==> src/rtl/palindrome_3_bit_if.sv <==
// -----------------------------------------------------------------------------
// palindrome_3_bit_if
// Read-port bundle for the palindrome_3_bit event counter.
//   req_i    : read request from the requester
//   atomic_i : clear-on-read qualifier for an accepted request
//   ack_o    : one-cycle acknowledge from the counter
//   count_o  : 32-bit snapshot, valid while ack_o is high
// Modports:
//   master : requester side (drives req_i/atomic_i)
//   slave  : counter side (drives ack_o/count_o)
// -----------------------------------------------------------------------------
interface palindrome_3_bit_if;
   logic        req_i;
   logic        atomic_i;
   logic        ack_o;
   logic [31:0] count_o;

   modport master (
      output req_i,
      output atomic_i,
      input  ack_o,
      input  count_o
   );

   modport slave (
      input  req_i,
      input  atomic_i,
      output ack_o,
      output count_o
   );
endinterface : palindrome_3_bit_if

==> src/rtl/palindrome_3_bit.sv <==
// -----------------------------------------------------------------------------
// palindrome_3_bit
// 32-bit event counter with a request/acknowledge snapshot read port.
// Ports:
//   clk    : clock, rising edge
//   rst    : synchronous active-low reset
//   trig_i : event strobe, one event per high cycle
//   bus    : read port (slave side): req_i, atomic_i in; ack_o, count_o out
// A read captures the counter as it stood before the accepting edge; an
// atomic read restarts the counter from the event (if any) seen in that same
// cycle, so no event is ever dropped.
// -----------------------------------------------------------------------------
module palindrome_3_bit (
   input  logic                  clk,
   input  logic                  rst,
   input  logic                  trig_i,
   palindrome_3_bit_if.slave     bus
);

   typedef enum logic {
      IDLE = 1'b0,
      ACK  = 1'b1
   } state_t;

   state_t      state_q, state_d;
   logic [31:0] cnt_q, cnt_d;
   logic [31:0] snap_q, snap_d;

   // Next-state logic
   always_comb begin
      state_d = state_q;
      cnt_d   = cnt_q + {31'd0, trig_i};
      snap_d  = snap_q;

      case (state_q)
         IDLE: begin
            if (bus.req_i) begin
               snap_d  = cnt_q;
               state_d = ACK;
               // Clearing still keeps an event arriving in the request cycle.
               if (bus.atomic_i) begin
                  cnt_d = {31'd0, trig_i};
               end
            end
         end
         ACK: begin
            state_d = IDLE;
         end
         default: begin
            state_d = IDLE;
         end
      endcase
   end

   // State registers
   always_ff @(posedge clk) begin
      if (!rst) begin
         state_q <= IDLE;
         cnt_q   <= 32'd0;
         snap_q  <= 32'd0;
      end else begin
         state_q <= state_d;
         cnt_q   <= cnt_d;
         snap_q  <= snap_d;
      end
   end

   // Outputs straight from flops
   assign bus.ack_o   = (state_q == ACK);
   assign bus.count_o = snap_q;

endmodule : palindrome_3_bit

==> src/flat_wrapper.sv <==
// flat-port wrapper written by rule: the top's interface ports become plain ports
module palindrome_3_bit_flat 
  (clk, rst, trig_i, bus_req_i, bus_atomic_i, bus_ack_o, bus_count_o);
  palindrome_3_bit_if bus_i ();
  input  logic clk;
  input  logic rst;
  input  logic trig_i;
  input wire logic [$bits(bus_i.req_i)-1:0] bus_req_i;
  input wire logic [$bits(bus_i.atomic_i)-1:0] bus_atomic_i;
  output wire logic [$bits(bus_i.ack_o)-1:0] bus_ack_o;
  output wire logic [$bits(bus_i.count_o)-1:0] bus_count_o;
  assign bus_i.req_i = bus_req_i;
  assign bus_i.atomic_i = bus_atomic_i;
  assign bus_ack_o = bus_i.ack_o;
  assign bus_count_o = bus_i.count_o;
  palindrome_3_bit u_core (.clk(clk), .rst(rst), .trig_i(trig_i), .bus(bus_i));
endmodule
==> config.mk <==
export PLATFORM = sky130hd
export DESIGN_NAME = palindrome_3_bit_flat
export DESIGN_NICKNAME = d
export VERILOG_FILES = /design/src/rtl/palindrome_3_bit_if.sv /design/src/rtl/palindrome_3_bit.sv /design/src/flat_wrapper.sv
export SDC_FILE = /design/constraint.sdc
export NUM_CORES = 1
export LEC_CHECK = 0
export ABC_AREA = 1
export BUFFER_PORTS_ARGS = -buffer_cell sky130_fd_sc_hd__buf_2
export CAP_MARGIN = 20
export CORE_MARGIN = 3
export CORE_UTILIZATION = 54
export DETAILED_ROUTE_END_ITERATION = 8
export GPL_TIMING_DRIVEN = 0
export PLACE_DENSITY = 0.76
export SLEW_MARGIN = 0
export SYNTH_ARGS = -nofsm -noshare
export SYNTH_HDL_FRONTEND = slang
export SYNTH_SLANG_ARGS = --single-unit
==> constraint.sdc <==
create_clock -name clk -period 2.2 [get_ports clk]
set_input_delay 0.22 -clock clk [delete_from_list [all_inputs] [get_ports clk]]
set_output_delay 0.22 -clock clk [all_outputs]
set_load 0.005 [all_outputs]
==> results by group, run 1 <==
Global route
  • Global-route usage over all layers: 0.2466
  • Initial antenna violation count: 0
  • Residual overflow from global routing: 0
  • Via count of the first global-routing pass: 2482
  • Maximum number of pins on one net before global-route repair: 12
  • First-pass GRT wire length: 11590 um

Cells and area
  • Commonest cells after routing, fill and taps aside: sky130_fd_sc_hd__nand2_1 (92), sky130_fd_sc_hd__nor2_1 (81), sky130_fd_sc_hd__dfxtp_1 (65)
  • Most common cell after layout, fill and taps aside: sky130_fd_sc_hd__nand2_1
  • Post-layout util: 0.6721
  • Count of fill cells added during filler insertion: 450
  • Total area of sequential cells: 0.001301 mm^2
  • # diodes: 0
  • Fraction of layout cells with a size suffix above 1: 0.1425
  • Synthesis-to-finish area growth: 16.96%
  • Total Nets Final: 458
  • Area of combinational cells with multiple inputs: 0.001320 mm^2

Logic synthesis
  • Async set or reset register ratio after synthesis: 0
  • Proportion of synthesized chip area in sequential cells: 0.4641
  • Top_reg_cell synth: sky130_fd_sc_hd__dfxtp_1
  • Yosys cell types: 20
  • Syn. warnings: 0
  • Post-synthesis net count: 410
  • Register bit count reported by yosys: 65
  • Average cell area after synthesis: 6.958 um^2
  • Number of enable flip-flop cells after synthesis: 0
  • Synthesized area: 0.002804 mm^2
  • Cells after synthesis: 403

STA
  • Post-layout minimum cycle time: 1.615 ns
  • Sum of negative setup slack: 0 ns
  • Final Hold Viols: 0
  • Number of pins with negative max-slew slack in the final report: 0
  • Achievable clock frequency: 619.4 MHz
  • Worst slew margin relative to its limit: 0.6834
  • Clock skew: 0.008122 ns
  • Worst Tran Pin Value: 0.4749 ns
  • Number of setup violations in the final report: 0
  • Unrepaired setup endpoints after global routing: false
  • Portion of the clock cycle consumed by the worst path in the final layout: 0.7339

Critical path
  • Cell mode on critical path: sky130_fd_sc_hd__nand2_1
  • Crit path max-delay cell type: sky130_fd_sc_hd__nor2_2
  • Critical path capture point type: flop
  • Required time of the worst setup path: 2.43 ns
  • Arrival time reported for the critical path endpoint: 1.84 ns
  • Delay-heaviest family, CP: simple AND/OR/NAND/NOR gates
  • Worst Setup Start Kind: flop
  • Critical Path Fanout Max: 10
  • Worst stage delay on the critical path: 0.36 ns
  • Type of the setup path with the least slack: reg2reg
  • Buffers & Inverters on Critical Path: 1
  • Critical path cell sequence: nor2_2 -> nand2_1 -> nand2_1 -> inv_1 -> o21ai_0 -> a21oi_1

Floorplanning
  • Number of primary I/O pins: 38
  • Die boundary width: 78.06 um
  • Total Die Area: 0.006093 mm^2
  • Die span in y: 78.06 um
  • Initial cell density of the core: 0.5746
  • Number of cell rows: 25
  • Core area: 0.004880 mm^2

CTS
  • Clock-pin slew on the worst setup and hold paths: 0.07 ns
  • Count of cells resized by post-cts repair: 0
  • Clock H-tree levels: 3
  • Cell chosen for the clock root: sky130_fd_sc_hd__clkbuf_8
  • Count of hold-fix buffers inserted at cts: 0
  • Worst-case clock buffer depth: 2
  • Cts bufs inserted: 9
  • Clock latency of the later-clocked register in the worst-skew pair: 0.34 ns
  • TritonCTS Sinks: 65
  • Clock tree from TritonCTS: done
  • # Post-CTS Setup Buffers: 0

Placement
  • HPWL after detailed placement: 5138 um
  • # port buffers: 37
  • Routability congestion estimate: 0.9043

Status
  • Status: completed

Routing
  • Total Routed Length: 6976 um
  • DRC violation count after routing: 0
  • Number of vias after detailed routing: 2719
  • Antenna viol nets, final: 0
  • DR vias/cell: 5.199
  • Number of DRC violations after detailed-routing iteration 0: 221
  • Drt first pass iters: 4
  • Routed wirelength normalized by instance count: 13.34 um

Worst hold path
  • Classification of the worst-slack hold path: in2reg

Flow run
  • MaxCap Viol Count: 0

Power and ir drop
  • Largest vdd supply drop: 0.0004484 V
  • Static leakage power: 1.233 nW
  • Power per Cell Area: 745.3 mW/mm^2
==> cells by family (layout without fill, tap and decap cells) <==
| group | Yosys count | in the layout | share of synthesized area |
|---|---|---|---|
| XOR/XNOR | 6 | 6 | 0.01874 |
| AND/OR/NAND/NOR | 203 | 203 | 0.3012 |
| adder cells (fa/ha/maj) | 2 | 2 | 0.008923 |
| flip-flops | 65 | 65 | 0.4641 |
| AO/OA/AOI/OAI | 79 | 79 | 0.1419 |
| buffers and inverters | 48 | 101 | 0.06515 |
==> synthesized netlist by cell type, types with 2 or more instances <==
| cell | instances | area (um^2) |
|---|---|---|
| sky130_fd_sc_hd__a21oi_1 | 40 | 200.2 |
| sky130_fd_sc_hd__buf_2 | 2 | 10.01 |
| sky130_fd_sc_hd__clkbuf_1 | 8 | 30.03 |
| sky130_fd_sc_hd__dfxtp_1 | 65 | 1301 |
| sky130_fd_sc_hd__ha_1 | 2 | 25.02 |
| sky130_fd_sc_hd__inv_1 | 37 | 138.9 |
| sky130_fd_sc_hd__nand2_1 | 92 | 345.3 |
| sky130_fd_sc_hd__nand2_2 | 3 | 18.77 |
| sky130_fd_sc_hd__nand3_1 | 16 | 80.08 |
| sky130_fd_sc_hd__nor2_1 | 81 | 304.0 |
| sky130_fd_sc_hd__nor2_2 | 3 | 18.77 |
| sky130_fd_sc_hd__nor2_4 | 5 | 56.30 |
| sky130_fd_sc_hd__o21ai_0 | 38 | 190.2 |
| sky130_fd_sc_hd__xor2_1 | 5 | 43.79 |
==> layer usage <==
layer | up-vias | GRT usage | wire (um) | part of all wire
li1 | 1383 | - | - | -
met1 | 1236 | 0.3158 | 3166 | 0.45
met2 | 89 | 0.4050 | 3242 | 0.46
met3 | 11 | 0.04817 | 430 | 0.062
met4 | 0 | 0.1084 | 137 | 0.020
met5 | - | 0 | 0 | 0
==> stage by stage <==
step,std cells,power (mW),setup slack (ns),hold WS [ns],cell area [um^2]
6_report,523,2.444,0.5855,0.2001,3279
5_1_grt,523,2.537,0.4184,0.2158,3279
4_1_cts,523,2.457,0.5946,0.1933,3279
3_5_place_dp,507,1.425,0.6055,0.4593,3073
3_3_place_gp,507,1.420,0.6280,0.4479,3073
2_1_floorplan,403,1.351,0.9221,0.3584,2804
==> sequential cells by signal (all words and copies together), names as in the netlist <==
register,flops
u_core.cnt_q,32
u_core.bus.count_o,32
u_core.bus.ack_o,1
==> worst paths after layout <==
kind,cells after the start,start,endpoint,slack (ns)
setup / recovery,6,u_core.bus.ack_o,u_core.cnt_q[3],0.59
setup reg to reg,6,u_core.bus.ack_o,u_core.cnt_q[3],0.59
hold reg to reg,2,u_core.cnt_q[31],u_core.cnt_q[31],0.47
hold / removal,3,rst,u_core.bus.count_o[19],0.20
==> power by group <==
part	leakage (nW)	internal (mW)	switching (mW)	total (mW)
clock	0.103	0.586	0.460	1.05
combinational	0.600	0.0598	0.101	0.161
sequential	0.530	1.22	0.0190	1.24
==> area by class of cell <==
| type | count | area share |
|---|---|---|
| Timing Repair Buffer | 37 | 0.05647 |
| Clock inverter | 4 | 0.01564 |
| Inverter | 37 | 0.04235 |
| Tap cell | 67 | 0.02556 |
| Multi-Input combinational cell | 290 | 0.4025 |
| Buffer | 11 | 0.01335 |
| Clock buffer | 12 | 0.04731 |
| Sequential cell | 65 | 0.3968 |
==> tightest hold or removal path, stage by stage <==
cell	delay, ns
sky130_fd_sc_hd__buf_2	0.16
sky130_fd_sc_hd__o21ai_0	0.08
sky130_fd_sc_hd__a21oi_1	0.04
Power figures use the tool's default switching activity.
==> inputs of run 2 (changes only) <==
==> constraint.sdc (replaced) <==
create_clock -name clk -period 1.5 [get_ports clk]
set_input_delay 0.15 -clock clk [delete_from_list [all_inputs] [get_ports clk]]
set_output_delay 0.15 -clock clk [all_outputs]
set_load 0.005 [all_outputs]
==> results by group, run 2 (same netlist as run 1, synthesis figures left out) <==
Status
  • Status: completed

Flow run
  • MaxCap Viol Count: 0 (unchanged)

Global route
  • Maximum number of pins on one net before global-route repair: 12 (unchanged)
  • Initial antenna violation count: 0 (unchanged)
  • Via count of the first global-routing pass: 2487 (+0.20%)
  • First-pass GRT wire length: 11620 um (+0.23%)
  • Global-route usage over all layers: 0.2471 (+0.0004894)
  • Residual overflow from global routing: 0 (unchanged)

CTS
  • Worst-case clock buffer depth: 2 (unchanged)
  • Clock tree from TritonCTS: done
  • Cts bufs inserted: 9 (unchanged)
  • Cell chosen for the clock root: sky130_fd_sc_hd__clkbuf_8
  • Count of hold-fix buffers inserted at cts: 0 (unchanged)
  • Clock latency of the later-clocked register in the worst-skew pair: 0.34 ns (about the same)
  • Clock H-tree levels: 3 (unchanged)
  • Clock-pin slew on the worst setup and hold paths: 0.08 ns (about the same)
  • TritonCTS Sinks: 65 (unchanged)

Routing
  • Total Routed Length: 7185 um (+3.0%)
  • Number of vias after detailed routing: 2761 (+1.5%)
  • Drt first pass iters: 5 (+1)
  • Number of DRC violations after detailed-routing iteration 0: 215 (-2.7%)
  • Antenna viol nets, final: 0 (unchanged)
  • DR vias/cell: 5.239 (+0.77%)
  • DRC violation count after routing: 0 (unchanged)
  • Routed wirelength normalized by instance count: 13.63 um (+2.2%)

Floorplanning
  • Total Die Area: 0.006093 mm^2 (unchanged)
  • Number of primary I/O pins: 38 (unchanged)
  • Initial cell density of the core: 0.5746 (unchanged)
  • Die boundary width: 78.06 um (unchanged)
  • Die span in y: 78.06 um (unchanged)
  • Core area: 0.004880 mm^2 (unchanged)
  • Number of cell rows: 25 (unchanged)

STA
  • Final Hold Viols: 0 (unchanged)
  • Clock skew: 0.01019 ns (+0.002068 ns)
  • Worst slew margin relative to its limit: 0.6719 (-0.01152)
  • Achievable clock frequency: 704.8 MHz (+14%)
  • Number of setup violations in the final report: 0 (unchanged)
  • Portion of the clock cycle consumed by the worst path in the final layout: 0.9460 (+0.2121)
  • Worst Tran Pin Value: 0.4922 ns (+0.01728 ns)
  • Post-route worst hold slack: 0.1488 ns (-0.05135 ns)
  • Number of pins with negative max-slew slack in the final report: 0 (unchanged)
  • Post-layout minimum cycle time: 1.419 ns (-0.1956 ns)

Cells and area
  • Post-layout util: 0.6931 (+0.02103)
  • # diodes: 0 (unchanged)
  • Most common cell after layout, fill and taps aside: sky130_fd_sc_hd__nand2_1
  • Number of standard cells in the final layout excluding fillers: 527 (+0.76%)
  • Fraction of layout cells with a size suffix above 1: 0.1826 (+0.04006)
  • Post-Layout Inst Area: 0.003382 mm^2 (+3.1%)
  • Commonest cells after routing, fill and taps aside: sky130_fd_sc_hd__nand2_1 (88), sky130_fd_sc_hd__nor2_1 (76), sky130_fd_sc_hd__dfxtp_1 (62)
  • Total Nets Final: 462 (+0.87%)
  • Synthesis-to-finish area growth: 20.62%

Power and ir drop
  • Largest vdd supply drop: 0.0007021 V (+57%)
  • Internal power: 2.743 mW (+47%)
  • Static leakage power: 1.248 nW (+1.3%)
  • Power share of the combinational group: 0.070 (+0.004)
  • Clk pwr share: 0.428 (about the same)
  • Relative contribution of sequential cells to total power: 0.502 (-0.004)
  • Power per Cell Area: 1071 mW/mm^2 (+44%)
  • Switching fraction of total power: 0.2429 (+0.005423)
  • Power spent charging and discharging nets: 880.0 uW (+52%)

Critical path
  • Worst Setup Start Kind: flop
  • Critical Path Fanout Max: 5 (-5)
  • Required time of the worst setup path: 1.78 ns (-0.65 ns)
  • Type of the setup path with the least slack: reg2reg
  • Arrival time reported for the critical path endpoint: 1.70 ns (-0.14 ns)
  • Critical path capture point type: flop

Placement
  • Routability congestion estimate: 0.9043 (unchanged)
  • HPWL after detailed placement: 5138 um (unchanged)
  • DP Cell Count: 507 (unchanged)
  • Placed Instance Area: 0.003073 mm^2 (unchanged)
  • # port buffers: 37 (unchanged)

Worst hold path
  • Classification of the worst-slack hold path: in2reg
-- run 2: changes by cell type in the layout (fill, tap and decap cells not counted), sizes merged --
cell / previous run / this run
buf: 40 / 43
clkinvlp: 1 / 3
inv: 37 / 36
-- run 2: area by class of cell --
| cell class | count | area [um^2] |
|---|---|---|
| fill | 433 | 1498 |
| multi-input combinational | 290 | 1385 |
| sequential | 65 | 1305 |
| timing repair buffer | 40 | 207.7 |
| clock buffer | 12 | 155.1 |
| inverter | 37 | 142.6 |
| tap | 67 | 83.83 |
| clock inverter | 4 | 51.30 |
| buffer | 11 | 43.79 |
| timing repair inverter | 1 | 7.507 |
-- run 2: stage by stage --
stage | setup TNS, ns | worst slack (ns) | power, mW
finish | 0 | 0.08107 | 3.623
global route | -0.01684 | -0.01684 | 3.743
CTS | 0 | 0.008664 | 3.605
detailed placement | -1.342 | -0.09455 | 2.090
global placement | -0.6579 | -0.06311 | 2.083
floorplan | 0 | 0.2221 | 1.982
-- run 2: power by group through the flow --
| stage | sequential, mW | combinational, mW | clock [mW] |
|---|---|---|---|
| floorplan | 1.86 | 0.122 | 0 |
| global placement | 1.85 | 0.231 | 0 |
| detailed placement | 1.85 | 0.238 | 0 |
| CTS | 1.82 | 0.241 | 1.55 |
| global route | 1.82 | 0.291 | 1.63 |
| finish | 1.82 | 0.254 | 1.55 |
-- run 2: final timing paths --
check                  start                     end  slack [ns]  cells past startpoint
max          u_core.cnt_q[0]        u_core.cnt_q[23]        0.08                      9
max reg2reg  u_core.cnt_q[0]        u_core.cnt_q[23]        0.08                      9
min reg2reg  u_core.cnt_q[6]         u_core.cnt_q[6]        0.47                      1
min                      rst  u_core.bus.count_o[19]        0.15                      3
-- run 2: repair_timing --
| action | CTS | global route |
|---|---|---|
| buffers inserted | 0 | 3 |
| cloned | 0 | 1 |
| pin swaps | 1 | 8 |
| resized for setup | 2 | 20 |
| endpoints found under the setup margin | 30 | 27 |
-- run 2: layer usage --
| layer | wire length (um) | track usage | part of all wire | vias up |
|---|---|---|---|---|
| li1 | - | - | - | 1395 |
| met1 | 3186 | 0.3172 | 0.44 | 1256 |
| met2 | 3360 | 0.4050 | 0.47 | 95 |
| met3 | 469 | 0.04817 | 0.065 | 15 |
| met4 | 169 | 0.1084 | 0.024 | 0 |
| met5 | 0 | 0 | 0 | - |
-- run 2: critical path, stage by stage (launching register included) --
cell and delay, ns:
sky130_fd_sc_hd__dfxtp_2 0.36, sky130_fd_sc_hd__ha_4 0.15, sky130_fd_sc_hd__nand2_2 0.07, sky130_fd_sc_hd__nor2_4 0.15, sky130_fd_sc_hd__nand2_2 0.09, sky130_fd_sc_hd__nor2_4 0.22, sky130_fd_sc_hd__nand2_2 0.08, sky130_fd_sc_hd__nand2_1 0.08
sky130_fd_sc_hd__nand2_1 0.06, sky130_fd_sc_hd__nor2_1 0.10
